`config.mk`:
```
export PLATFORM = sky130hd
export DESIGN_NAME = intr_ctrl
export DESIGN_NICKNAME = d
export VERILOG_FILES = /design/src/rtl/intr_ctrl_pkg.sv /design/src/rtl/intr_prio_enc.sv /design/src/rtl/intr_ctrl.sv
export SDC_FILE = /design/constraint.sdc
export NUM_CORES = 1
export LEC_CHECK = 0
export ABC_AREA = 0
export CAP_MARGIN = 30
export CORE_UTILIZATION = 35
export CTS_BUF_LIST = sky130_fd_sc_hd__clkbuf_8
export CTS_CLUSTER_DIAMETER = 30
export DETAILED_ROUTE_END_ITERATION = 8
export GPL_TIMING_DRIVEN = 1
export PLACE_DENSITY = 0.71
export SKIP_CTS_REPAIR_TIMING = 1
export SLEW_MARGIN = 25
export SYNTH_ARGS = -nofsm -noshare
export SYNTH_HDL_FRONTEND = slang
export SYNTH_HIERARCHICAL = 1
export SYNTH_SLANG_ARGS = --single-unit
```
`constraint.sdc`:
```
create_clock -name clk -period 4.9 [get_ports clk]
set_clock_uncertainty 0.2 [all_clocks]
set_input_delay 0.49 -clock clk [delete_from_list [all_inputs] [get_ports clk]]
set_output_delay 0.49 -clock clk [all_outputs]
set_load 0.02 [all_outputs]
```
`src/rtl/intr_ctrl_pkg.sv`:
```
// Shared definitions for the interrupt controller: register map, FSM encoding
// and source-count constants.
package intr_ctrl_pkg;

  localparam int          NUM_SRC   = 6;
  localparam logic [2:0]  NONE_ID   = 3'd7;
  localparam logic [31:0] BASE_ADDR = 32'h0000_7F40;

  localparam logic [1:0] OFF_CTRL = 2'd0;
  localparam logic [1:0] OFF_MASK = 2'd1;
  localparam logic [1:0] OFF_PEND = 2'd2;
  localparam logic [1:0] OFF_EOI  = 2'd3;

  typedef enum logic [1:0] {
    ST_IDLE    = 2'd0,
    ST_REQ     = 2'd1,
    ST_SERVICE = 2'd2
  } state_t;

  // NONE_ID (or any out-of-range index) maps to an all-zero vector
  function automatic logic [NUM_SRC-1:0] onehot(input logic [2:0] id);
    onehot = (id < 3'(NUM_SRC)) ? (NUM_SRC'(1) << id) : '0;
  endfunction

endpackage

```
`src/rtl/intr_prio_enc.sv`:
```
// Lowest-index-wins priority encoder over the interrupt sources, with a valid
// flag; reports NONE_ID when no request is present.
module intr_prio_enc
  import intr_ctrl_pkg::*;
(
  input  logic [NUM_SRC-1:0] i_req,
  output logic [2:0]         o_id,
  output logic               o_vld
);

  always_comb begin
    o_id  = NONE_ID;
    o_vld = 1'b0;
    // scan downward so the lowest set index is the last assignment
    for (int i = NUM_SRC - 1; i >= 0; i--) begin
      if (i_req[i]) begin
        o_id  = 3'(i);
        o_vld = 1'b1;
      end
    end
  end

endmodule

```
`src/rtl/intr_ctrl.sv`:
```
// Six-source interrupt controller: per-source edge/level pending, mask and
// global enable, fixed priority, and a REQ/SERVICE handshake with CP0.
module intr_ctrl
  import intr_ctrl_pkg::*;
(
  input  logic               clk,
  input  logic               reset,
  input  logic [NUM_SRC-1:0] src_irq,
  input  logic [31:0]        addr,
  input  logic               we,
  input  logic [31:0]        wdata,
  output logic [31:0]        rdata,
  input  logic               cpu_ack,
  output logic [NUM_SRC-1:0] hwint,
  output logic [2:0]         irq_id
);

  logic               r_gen;
  logic [NUM_SRC-1:0] r_edge_mode;
  logic [NUM_SRC-1:0] r_mask;
  logic [NUM_SRC-1:0] r_pend_edge;
  logic [NUM_SRC-1:0] r_src_q;
  logic [NUM_SRC-1:0] r_hwint;
  logic [2:0]         r_req_id;
  logic [2:0]         r_act_id;
  logic               r_insvc;
  state_t             r_state;

  logic               w_sel;
  logic               w_wr;
  logic               w_wr_ctrl;
  logic               w_wr_mask;
  logic               w_wr_pend;
  logic               w_eoi;
  logic               w_ack;
  logic [NUM_SRC-1:0] w_edge;
  logic [NUM_SRC-1:0] w_pend;
  logic [NUM_SRC-1:0] w_elig;
  logic [NUM_SRC-1:0] w_pend_set;
  logic [NUM_SRC-1:0] w_pend_clr;
  logic [2:0]         w_id;
  logic               w_vld;
  logic               w_unused_bits;

  assign w_sel     = (addr[31:4] == BASE_ADDR[31:4]);
  assign w_wr      = we & w_sel;
  assign w_wr_ctrl = w_wr & (addr[3:2] == OFF_CTRL);
  assign w_wr_mask = w_wr & (addr[3:2] == OFF_MASK);
  assign w_wr_pend = w_wr & (addr[3:2] == OFF_PEND);
  assign w_eoi     = w_wr & (addr[3:2] == OFF_EOI);
  assign w_ack     = (r_state == ST_REQ) & cpu_ack;

  assign w_edge = src_irq & ~r_src_q;
  // level-mode sources bypass the pending register entirely
  assign w_pend = (r_edge_mode & r_pend_edge) | (~r_edge_mode & src_irq);
  assign w_elig = w_pend & r_mask & {NUM_SRC{r_gen}};

  assign w_pend_set = w_edge & r_edge_mode;
  assign w_pend_clr = ((w_wr_pend ? wdata[NUM_SRC-1:0] : '0) |
                       (w_ack ? onehot(r_req_id) : '0)) & r_edge_mode;

  assign w_unused_bits = ^{wdata[31:14], wdata[7:6], addr[1:0]};

  intr_prio_enc u_prio (
    .i_req (w_elig),
    .o_id  (w_id),
    .o_vld (w_vld)
  );

  assign irq_id = w_id;
  assign hwint  = r_hwint;

  always_ff @(posedge clk) begin
    if (reset) begin
      r_gen       <= 1'b0;
      r_edge_mode <= '0;
      r_mask      <= '0;
      r_pend_edge <= '0;
      r_src_q     <= '0;
    end else begin
      r_src_q <= src_irq;
      if (w_wr_ctrl) begin
        r_gen       <= wdata[0];
        r_edge_mode <= wdata[13:8];
      end
      if (w_wr_mask)
        r_mask <= wdata[NUM_SRC-1:0];
      // a fresh edge beats a same-cycle clear
      r_pend_edge <= (r_pend_edge & ~w_pend_clr) | w_pend_set;
    end
  end

  always_ff @(posedge clk) begin
    if (reset) begin
      r_state  <= ST_IDLE;
      r_hwint  <= '0;
      r_req_id <= NONE_ID;
      r_act_id <= 3'd0;
      r_insvc  <= 1'b0;
    end else begin
      case (r_state)
        ST_IDLE: begin
          if (w_vld) begin
            r_state  <= ST_REQ;
            r_req_id <= w_id;
            r_hwint  <= onehot(w_id);
          end
        end
        ST_REQ: begin
          // the CPU has already committed once it acks, so ack outranks a drop
          if (cpu_ack) begin
            r_state  <= ST_SERVICE;
            r_act_id <= r_req_id;
            r_insvc  <= 1'b1;
            r_hwint  <= '0;
          end else if (!w_elig[r_req_id]) begin
            r_state <= ST_IDLE;
            r_hwint <= '0;
          end else if (w_id != r_req_id) begin
            r_req_id <= w_id;
            r_hwint  <= onehot(w_id);
          end
        end
        ST_SERVICE: begin
          if (w_eoi) begin
            r_state <= ST_IDLE;
            r_insvc <= 1'b0;
          end
        end
        default: begin
          r_state <= ST_IDLE;
          r_hwint <= '0;
        end
      endcase
    end
  end

  always_comb begin
    rdata = '0;
    if (w_sel) begin
      case (addr[3:2])
        OFF_CTRL: rdata = {18'b0, r_edge_mode, 7'b0, r_gen};
        OFF_MASK: rdata = {26'b0, r_mask};
        OFF_PEND: rdata = {26'b0, w_pend};
        OFF_EOI:  rdata = {r_insvc, 28'b0, r_act_id};
        default:  rdata = '0;
      endcase
    end
  end

endmodule

```
# Word-level counts from Yosys, hierarchy flattened
# Index checks and enable logic that the tools add are counted.
dict set report op_classes {
  bitwise 21
  n_eq_ne 15
  n_mux 38
  magnitude_cmp 3
  shifts 2
  n_reduce_logical 9
}
# operator n
set ops {}
lappend ops {{32-bit case mux with 4 select lines} 1}
lappend ops {{6-bit AND} 8}
lappend ops {{6-bit two-way mux} 8}
lappend ops {{32-bit two-way mux} 1}
lappend ops {{28-bit by 11-bit equality test with 1-bit output (second input constant)} 1}
lappend ops {{3-bit two-way mux} 8}
lappend ops {{6-bit inverter} 3}
lappend ops {{6-bit bitwise OR} 3}
lappend ops {{6-bit case mux with 3 select lines} 1}
lappend ops {{2-bit two-way mux} 6}
lappend ops {{1-bit by 3-bit << shifter with 6-bit output (first input constant)} 2}
lappend ops {{1-bit two-way mux} 9}
lappend ops {{3-bit AND reduction} 3}
lappend ops {{1-bit AND} 6}
lappend ops {{2-bit equality test (second input constant)} 3}
lappend ops {{3-bit < comparator (second input constant)} 2}
lappend ops {{2-bit by 1-bit != test with 1-bit output (second input constant)} 3}
lappend ops {{2-bit != test (second input constant)} 3}
lappend ops {{2-bit case mux with 3 select lines} 1}
lappend ops {{3-bit case mux with 2 select lines} 1}
lappend ops {{5-bit AND reduction} 1}
lappend ops {{2-bit by 1-bit equality test with 1-bit output (second input constant)} 2}
lappend ops {{2-bit zero test} 2}
lappend ops {{3-bit by 4-bit < comparator with 1-bit output (second input constant)} 1}
lappend ops {{other kinds (8)} 9}
dict set report totals {
  elab_cells 98
  register_bits 40
  out_inout_bits 41
}

# Logic depth before layout (Yosys ltp)
# Gate-level depths: netlist of run 1.
dict set report depth {
  ltp_word 17
  depth_mapped 10
  mapped_depth_nobuf 10
}

# Cells and area by module
# The synthesis of run 1 kept the hierarchy.
# module seq_area_each_um2 cells_per_inst area_per_inst_um2 instances
set modules_own_cells {}
lappend modules_own_cells {intr_ctrl 800.8 275 2307.2 1}
lappend modules_own_cells {intr_prio_enc 0.0 8 48.8 1}

# Worst setup path before layout of run 1
# OpenSTA, ideal clock, no wires.
dict set report synth_timing {
  kind {input to register}
  from {input src_irq[2]}
  to {register r_hwint[4] (netlist: hwint[4])}
  arrival_time_ns 2.919
  stages 8
  path_slack_ns 1.643
  path_cell_list {mux2_2 > and3_1 > a221oi_1 > xnor2_1 > nand3_1 > or3_1 > o211ai_1 > o22ai_1}
}
dict set report synth_via {
  elab_chain_cells 13
}
# item line
set synth_lines {}
lappend synth_lines {{start, declared} intr_ctrl.sv:8} ;# input logic [NUM_SRC-1:0] src_irq,
lappend synth_lines {{6-bit AND *} intr_ctrl.sv:55} ;# assign w_pend = (r_edge_mode & r_pend_edge) | (~r_edge_mode & src_irq);
lappend synth_lines {{6-bit bitwise OR *} intr_ctrl.sv:55}
lappend synth_lines {{6-bit AND * (2 in a row)} intr_ctrl.sv:56} ;# assign w_elig = w_pend & r_mask & {NUM_SRC{r_gen}};
lappend synth_lines {{net w_elig[2]} intr_ctrl.sv:38} ;# logic [NUM_SRC-1:0] w_elig;
lappend synth_lines {{3-bit two-way mux * (3 in a row)} intr_prio_enc.sv:16} ;# if (i_req[i]) begin
lappend synth_lines {{net irq_id[0]} intr_ctrl.sv:15} ;# output logic [2:0] irq_id
lappend synth_lines {{3-bit < comparator / 1-bit by 3-bit << shifter with 6-bit output (equally long branches)} intr_ctrl_pkg.sv:22} ;# onehot = (id < 3'(NUM_SRC)) ? (NUM_SRC'(1) << id) : '0;
lappend synth_lines {{6-bit two-way mux} intr_ctrl_pkg.sv:22}
lappend synth_lines {{6-bit two-way mux} intr_ctrl.sv:119} ;# end else if (w_id != r_req_id) begin
lappend synth_lines {{6-bit two-way mux} intr_ctrl.sv:116} ;# end else if (!w_elig[r_req_id]) begin
lappend synth_lines {{6-bit two-way mux} intr_ctrl.sv:111} ;# if (cpu_ack) begin
lappend synth_lines {{6-bit case mux with 3 select lines} intr_ctrl.sv:101} ;# case (r_state)
lappend synth_lines {{end signal, assigned} intr_ctrl.sv:106} ;# r_hwint <= onehot(w_id);
lappend synth_lines {{end signal, assigned} intr_ctrl.sv:121} ;# r_hwint <= onehot(w_id);
lappend synth_lines {{end, declared} intr_ctrl.sv:23} ;# logic [NUM_SRC-1:0] r_hwint;
# Mark *: on every way through the listed nets, which the timed path passes. The rest lies on a longest branch. The select of a mux whose other input is x is not followed.
# A chain may end at the register's enable or synchronous reset.

# Worst setup path in the final report of run 1
dict set report layout_timing {
  from {input addr[5]}
  to {output rdata[8]}
}
dict set report layout_via {
  elab_chain_cells 2
}
# item line
set layout_lines {}
lappend layout_lines {{start, declared} intr_ctrl.sv:9} ;# input logic [31:0] addr,
lappend layout_lines {{28-bit by 11-bit equality test with 1-bit output} intr_ctrl.sv:45} ;# assign w_sel = (addr[31:4] == BASE_ADDR[31:4]);
lappend layout_lines {{32-bit two-way mux} intr_ctrl.sv:140} ;# if (w_sel) begin
lappend layout_lines {{end, declared} intr_ctrl.sv:12} ;# output logic [31:0] rdata,
# Every way passes these cells.

==> metrics, run 1 <==
RSZ-0062 raised after global routing=false; fin util=between 40 and 50%; Avg WL per Cell=between 10 and 15 um; Ys Warns=6; GR Overflow Total=0; GPL Wtd Cong=0.8630; Fill cells=622; critical path class=input port to output port; CTS buffer count=5; # rows=29; crit share post-route=about three quarters; Avg Cell Area, Syn=about 8.3 sq um; worst slew pin tran=between 0.8 and 0.9 ns; CTS sink count=40; vias in the first global route=between 2000 and 2500; ys flop type=dfxtp_1; Worst-path clk slew=0.07 ns; area of the core=between 6000 and 7000 sq um; met2 wire length=~2.8 mm; Syn Std Cell Area=between 2000 and 2500 sq um; outcome=finished with violations; Vias/cell=approximately 5.3; die width=~84 um; EDFF count, synth=0; post-DP HPWL=around 4.4 mm; Met1 Wirelength=roughly 2.4 mm; Hold Path Class=flip-flop to flip-flop; Skew-Pair Late Insertion Delay=0.29 ns; Final Hold Vio Count=0; CTS tree=yes; number of diodes=0; final WL=roughly 5.8 mm; die area=around 7100 sq um; Worst Path Max Fanout=15; share of cells above drive strength 1=between 6 and 7%; fin cells=approximately 430; layout net count=approximately 420; Slew Limit Fails=0; DR pass1 iterations=6; Mapped Cells=approximately 280; Iter 0 DRT Violations=about 200; final setup fails=0; max layer used=met4; largest net degree at the start of global routing=41; post-layout min period=around 3.7 ns; Worst Path Required=~4.2 ns; Yosys reg bits=40; Root Driver=clkbuf_8; violated checks=DRC; Routed Antenna Nets=0; maximum vdd drop=roughly 0.10 mV; crit end category=output port; DR DRC count=12; clk buf depth=2; Starting Density=between 30% and 40%; hold_ws=~0.25 ns; global-route usage over all layers=between 10% and 20%; Setup TNS=0 ns; Layout area overhead=32.24%; io pins=between 100 and 150; commonest non-fill, non-tap cell in the layout=clkdlybuf4s50_1; Max-slew headroom=41.46%; first-pass GRT wire length=between 9 and 10 mm; max-cap viol count=0; placed cells=around 420; PortBufs=73; initial antenna violation count=0; upper clock frequency limit=~270 MHz; P_leak=0.001161 uW; final total power=around 670 uW; most frequent cells in the layout=clkdlybuf4s50_1 (73), dfxtp_1 (40), nor2_1 (38); pwr dens=~220 nW/um^2; H-tree Lvls=2; die span in y=between 80 and 90 um; worst endpoint data arrival time=just over 3 ns; Async SR Flop Fraction=0%; vias=about 2300; sequential area share after synthesis=between 30% and 40%; Netlist cell types=52; met3 wire length=~470 um; startpoint class of the critical path=input port
Yosys cell counts (2+ instances only):
| library cell | count | area, sq um |
|---|---|---|
| o221ai_1 | 2 | 17.52 |
| clkbuf_8 | 2 | 27.53 |
| buf_2 | 3 | 15.01 |
| mux2_2 | 8 | 90.09 |
| o21bai_1 | 2 | 15.01 |
| clkbuf_1 | 7 | 26.28 |
| o211ai_1 | 2 | 15.01 |
| and3_1 | 15 | 93.84 |
| mux2i_1 | 17 | 170.2 |
| nor2_1 | 38 | 142.6 |
| or3_1 | 2 | 12.51 |
| o311ai_0 | 2 | 17.52 |
| a21oi_1 | 13 | 65.06 |
| buf_6 | 2 | 22.52 |
| o22ai_1 | 4 | 25.02 |
| nand4_1 | 9 | 56.30 |
| o32ai_1 | 2 | 17.52 |
| nor4_1 | 3 | 18.77 |
| a22oi_1 | 5 | 37.54 |
| nand2_1 | 8 | 30.03 |
| xnor2_1 | 3 | 26.28 |
| buf_4 | 19 | 142.6 |
| nor2b_1 | 4 | 25.02 |
| o21ai_0 | 14 | 70.07 |
| inv_1 | 19 | 71.32 |
| nand2b_1 | 2 | 12.51 |
| o41ai_1 | 2 | 17.52 |
| nand3_1 | 11 | 55.05 |
| dfxtp_1 | 40 | 800.8 |
worst paths after layout:
check	slack, ns	cells after the start	end	startpoint
worst min register to register	0.25	2	hwint[4]	hwint[4]
worst max register to register	1.62	8	hwint[4]	r_edge_mode[2]
worst max-delay path	1.17	5	rdata[8]	addr[5]
worst min-delay path	0.25	2	hwint[4]	hwint[4]
layout make-up:
| cell class | instances | area (sq um) | area share, % |
|---|---|---|---|
| Clock buffer | 5 | 68.82 | 2.209 |
| Tap cell | 77 | 96.34 | 3.092 |
| Timing Repair Buffer | 74 | 738.2 | 23.69 |
| Clock inverter | 3 | 38.79 | 1.245 |
| Sequential cell | 40 | 800.8 | 25.70 |
| Inverter | 19 | 71.32 | 2.289 |
| Multi-Input combinational cell | 207 | 1301 | 41.77 |
registers in the layout, summed over array words and instances (netlist names):
name,flops
r_edge_mode,6
r_state,2
r_src_q,6
r_req_id,3
r_insvc,1
r_act_id,3
hwint,6
r_mask,6
r_pend_edge,6
r_gen,1
worst max-delay path, stage by stage:
cell	delay, ns
clkdlybuf4s50_1	0.40
or4b_4	0.55
nor4_4	0.73
and3_1	0.26
clkdlybuf4s50_1	0.60
stage by stage:
stage / worst slack (ns) / cell area, sq um
3_3_place_gp: 1.156 / 3008
6_report: 1.168 / 3115
3_5_place_dp: 1.144 / 3008
4_1_cts: 1.142 / 3115
2_1_floorplan: 1.643 / 2424
5_1_grt: 1.006 / 3115
cell families after synthesis:
group / count (synthesis) / share of synthesized area, %
AND/OR/NAND/NOR: 102 / 23.15
multiplexers: 26 / 12.00
buffers and inverters: 54 / 13.65
flip-flops: 40 / 33.99
XOR/XNOR: 3 / 1.115
AO/OA/AOI/OAI: 57 / 15.93
other: 1 / 0.1592
per-layer routing:
metal	GRT usage (%)	vias up
li1	-	1100
met1	21.03	1033
met2	28.09	109
met3	2.868	9
met4	7.524	0
met5	0	-
power breakdown:
| group | switching (uW) | internal (uW) |
|---|---|---|
| Clock | 112 | 149 |
| Sequential | 0.550 | 327 |
| Combinational | 37.5 | 43.9 |
| Total | 150 | 520 |
Power figures use the tool's default switching activity.
==> inputs of run 2 (changes only) <==
Settings changed: PLACE_DENSITY 0.71 to 0.74.
Clock period 4.9 ns to 3.35 ns, I/O delays scaled along.
==> run 2 against run 1 <==
Effect of this change:
- the run still ends with DRC left
- flip-flop and latch count did not move
- first-iteration DRC count up 36%
- global-route usage up 0.82 points
- cell count grew 1.6%
- worst hold slack improved by 0.0090 ns
- final area up 2.9%
- sequential share of layout area shrank 0.71 points
- worst setup slack got worse by 1.0 ns
- routed wire length up 4.6%
- total power up 54%
- clock-buffer cell count grew 2
- via count is 2.3% higher
- critical path type unchanged
- largest cell class unchanged
==> metrics, run 2 (synthesis results as in run 1) <==
CTS sink count=40; first-pass GRT wire length=approximately 10 mm; die area=~7000 sq um; number of diodes=0; final WL=approximately 6.1 mm; post-layout worst setup margin=0.1686 ns; Worst-path clk slew=about 0.080 ns; global-route usage over all layers=approximately 18%; Slew Limit Fails=0; upper clock frequency limit=between 300 and 400 MHz; Starting Density=36.68%; area of the core=6422 sq um; commonest non-fill, non-tap cell in the layout=clkdlybuf4s50_1; Layout area overhead=36.01%; share of cells above drive strength 1=under 10%; crit share post-route=a little over nine tenths; maximum vdd drop=0.1863 mV; vias in the first global route=roughly 2200; # rows=29; crit end category=output port; largest net degree at the start of global routing=28; layout net count=between 400 and 500; clk buf depth=2; post-DP HPWL=about 4.6 mm; PortBufs=between 70 and 80; P_leak=roughly 0.0012 uW; H-tree Lvls=2; Worst Path Required=2.81 ns; Final Hold Vio Count=0; Worst Path Max Fanout=15; Max-slew headroom=approximately three fifths; Root Driver=clkbuf_8; Hold Path Class=flip-flop to flip-flop; startpoint class of the critical path=input port; post-layout min period=3.181 ns; violated checks=DRC; pwr dens=between 300 and 400 nW/um^2; Routed Antenna Nets=0; Worst R2R Path Depth=8; max-cap viol count=0; critical path class=input port to output port; DR DRC count=18; RSZ-0062 raised after global routing=false; most frequent cells in the layout=clkdlybuf4s50_1 (72), dfxtp_1 (40), nor2_1 (38); pre-CTS setup slack=-0.02239 ns; GPL Wtd Cong=approximately 0.88; Iter 0 DRT Violations=roughly 280; Vias/cell=roughly 5.3; Avg WL per Cell=roughly 14 um; die width=between 80 and 90 um; vias=around 2300; CTS buffer count=5; final setup fails=0; final total power=a little over 1000 uW; DR pass1 iterations=7; worst slew pin tran=0.5717 ns; Skew-Pair Late Insertion Delay=a little under 0.3 ns; GR Overflow Total=0; Cells on Worst Hold Path=2; die span in y=~84 um; io pins=115; worst endpoint data arrival time=approximately 2.7 ns; initial antenna violation count=0; outcome=finished with violations; CTS tree=yes
==> run 2: area by class of cell <==
cell class              count  area, sq um
flip-flops and latches     40        800.8
multi-input cells         207         1304
clock buffers               7        96.34
clock inverters             1        30.03
inverters                  19        71.32
well taps                  77        96.34
repair buffers             81        805.8
fillers                   632         3218
==> run 2: routing by layer <==
metal  wire (um)  vias to the layer above  GRT usage [%]
met5           0                        -              0
met4          76                        0          6.426
met3         376                        6          2.671
met1        2616                     1079          21.84
li1            -                     1115              -
met2        2984                      103          30.70
==> run 2: path summary, 6_finish.rpt <==
check	slack, ns	end	from
setup / recovery	0.17	rdata[9]	addr[5]
hold / removal	0.26	hwint[2]	hwint[2]
setup reg to reg	0.42	hwint[4]	r_edge_mode[2]
hold reg to reg	0.26	hwint[2]	hwint[2]
==> run 2: worst max-delay path, stage by stage <==
cell and delay, ns:
clkdlybuf4s50_1 0.40, or4b_4 0.54, buf_4 0.15, nor4_4 0.29, buf_12 0.18, and3_1 0.15, clkdlybuf4s50_1 0.60
==> run 2: metrics by stage <==
step / setup TNS, ns / utilization (%) / instance area, sq um / cells / hold slack (ns)
after global placement: -0.006288 / 47.85 / 3073 / 424 / 0.2424
after floorplan: 0 / - / 2424 / 301 / 0.2329
after global routing: 0 / 49.89 / 3204 / 432 / 0.2970
after CTS: -0.06052 / 49.81 / 3199 / 432 / 0.2594
final: 0 / 49.89 / 3204 / 432 / 0.2576
after detailed placement: -0.05799 / 47.85 / 3073 / 424 / 0.2468
==> run 2: power breakdown <==
| part | switching (uW) | total [uW] | internal (uW) |
|---|---|---|---|
| registers | 0.778 | 480 | 479 |
| clock network | 168 | 431 | 263 |
| logic | 55.0 | 120 | 65.4 |
| total | 224 | 1030 | 807 |
==> inputs of run 3 (changes only) <==
Settings changed: ABC_CLOCK_PERIOD_IN_PS set to 3350, CTS_CLUSTER_SIZE set to 10, SKIP_LAST_GASP set to 1.
==> results of run 3 <==
No change in the layout: final DEF, timing and power equal those of run 2.
==> RTL edit: new RTL, config.mk and constraints of run 3 <==
`r_src_q` no longer has a reset.
--- a/src/rtl/intr_ctrl.sv
+++ b/src/rtl/intr_ctrl.sv
@@ -76,9 +76,7 @@
       r_edge_mode <= '0;
       r_mask      <= '0;
       r_pend_edge <= '0;
-      r_src_q     <= '0;
     end else begin
-      r_src_q <= src_irq;
       if (w_wr_ctrl) begin
         r_gen       <= wdata[0];
         r_edge_mode <= wdata[13:8];
@@ -88,6 +86,10 @@
       // a fresh edge beats a same-cycle clear
       r_pend_edge <= (r_pend_edge & ~w_pend_clr) | w_pend_set;
     end
+  end
+
+  always_ff @(posedge clk) begin
+    r_src_q <= src_irq;
   end
 
   always_ff @(posedge clk) begin
Formal check against the unedited RTL: same outputs for any inputs over 4 cycles, from zero or initial values and one cycle with reset high; that may be too few to reach the edited logic, so the function may still have changed.
==> RTL edit against run 3 <==
Wire length grew 6.2%; critical path type unchanged; via count down 1.8%; fmax down 0.70%; cell area is 2.1% lower; critical endpoint is now rdata[5]; combinational power barely moved; power shrank 13%; worst setup slack lost 22 ps; synthesized area fell by 1.4%; critical path depth shrank 1; sequential cell count stayed put.
==> RTL edit: results (changes against run 3) <==
| Metric | Value |
|---|---|
| Layout cells sized above 1 | `10.4% (+1.7 points)` |
| Hold_sp | `r_act_id[1]` |
| Relative slew slack | `64.3% (+2.5 points)` |
| First DRT Iteration DRCs | `192 (-31%)` |
| Via count | `2262 (-1.8%)` |
| LEAKAGE | `0.00123 uW (+0.76%)` |
| Nets | `419 (-2.1%)` |
| Gr usage total | `18.6% (+1.0 points)` |
| Vias in the first global route | `2172 (+1.0%)` |
| Post-Place Worst Slack | `150 ps (+172 ps)` |
| RR Endpoint | `hwint[3]` |
| Crit path DAT | `2670 ps (+20 ps)` |
| Outcome | `finished clean` |
| Largest net degree at the start of global routing | `20 (-29%)` |
| Worst Reg-to-Reg Cells | `9 (+1)` |
| DP HPWL | `4840 um (+4.6%)` |
| GPL Wtd Cong | `0.872 (-1.4%)` |
| Synth cell types | `48 (-7.7%)` |
| R2R Setup Slk | `560 ps (+140 ps)` |
| XOR/XNOR Fraction of Synth Area | `1.13% (+0.016 points)` |
| Worst VDD drop | `0.178 mV (-4.3%)` |
| Crit path max fanout | `6 (-9)` |
| Filler cells | `596 (-5.7%)` |
| Register area share after synthesis | `34.5% (+0.48 points)` |
| Top post-synthesis cells by count | `dfxtp_1 (40), nor2_1 (31), buf_4 (19), mux2i_1 (18), inv_1 (17)` |
| Mux share of post-synthesis cell area | `12.6% (+0.60 points)` |
RTL edit: how the worst max path moves through the flow:
stage / cells past startpoint / end / startpoint
3_3_place_gp: 6 / rdata[2] / addr[15]
4_1_cts: 6 / rdata[5] / addr[15]
5_1_grt: 6 / rdata[2] / addr[15]
3_5_place_dp: 6 / rdata[5] / addr[15]
2_1_floorplan: 8 / hwint[0] / r_edge_mode[2]
6_report: 6 / rdata[5] / addr[15]
RTL edit: through the flow:
step	utilization, %	instance area (um2)	instances	hold WS, ps	total power, uW
floorplan	-	2390	288	163	551
global placement	47.9	3060	415	239	608
detailed placement	47.9	3060	415	259	610
CTS	49.1	3140	422	266	904
global route	49.1	3140	422	288	933
finish	49.1	3140	422	271	897
RTL edit: power groups by stage:
stage               Combinational, uW  Sequential, uW  Clock [uW]
finish                            120             480         297
global placement                  117             491           0
floorplan                        60.6             491           0
CTS                               120             480         305
detailed placement                119             491           0
global route                      127             480         326
RTL edit: kinds of logic after synthesis:
group,after synthesis
AOI/OAI and AO/OA,60
xor gates and xnor gates,3
buffers and inverters,48
DFF,40
muxes,26
other,1
and+or+nand+nor,92
RTL edit: layout make-up:
type                       instances  share of cell area (%)
clock buffer                       5                    2.19
clock inverter                     2                   0.279
inverter                          17                    2.03
multi-input combinational        200                    41.7
sequential                        40                    25.5
tap                               77                    3.07
timing repair buffer              81                    25.2
RTL edit: worst register-to-register path, stage by stage, from the launching register on:
cell,delay [ps]
dfxtp_1,410
mux2_4,340
and3_2,240
a221oi_1,280
buf_4,210
xnor2_1,70
nand3_1,130
a311oi_2,70
or3_2,480
o41ai_1,260
RTL edit: layer usage:
| layer | global-route usage, % | share of wire (%) | wire, um | vias to the layer above |
|---|---|---|---|---|
| met1 | 24.2 | 44 | 2810 | 1053 |
| met2 | 30.9 | 47 | 3040 | 108 |
| met3 | 4.15 | 7.6 | 490 | 8 |
| li1 | - | - | - | 1093 |
| met4 | 5.70 | 1.4 | 87 | 0 |
| met5 | 0 | 0 | 0 | - |
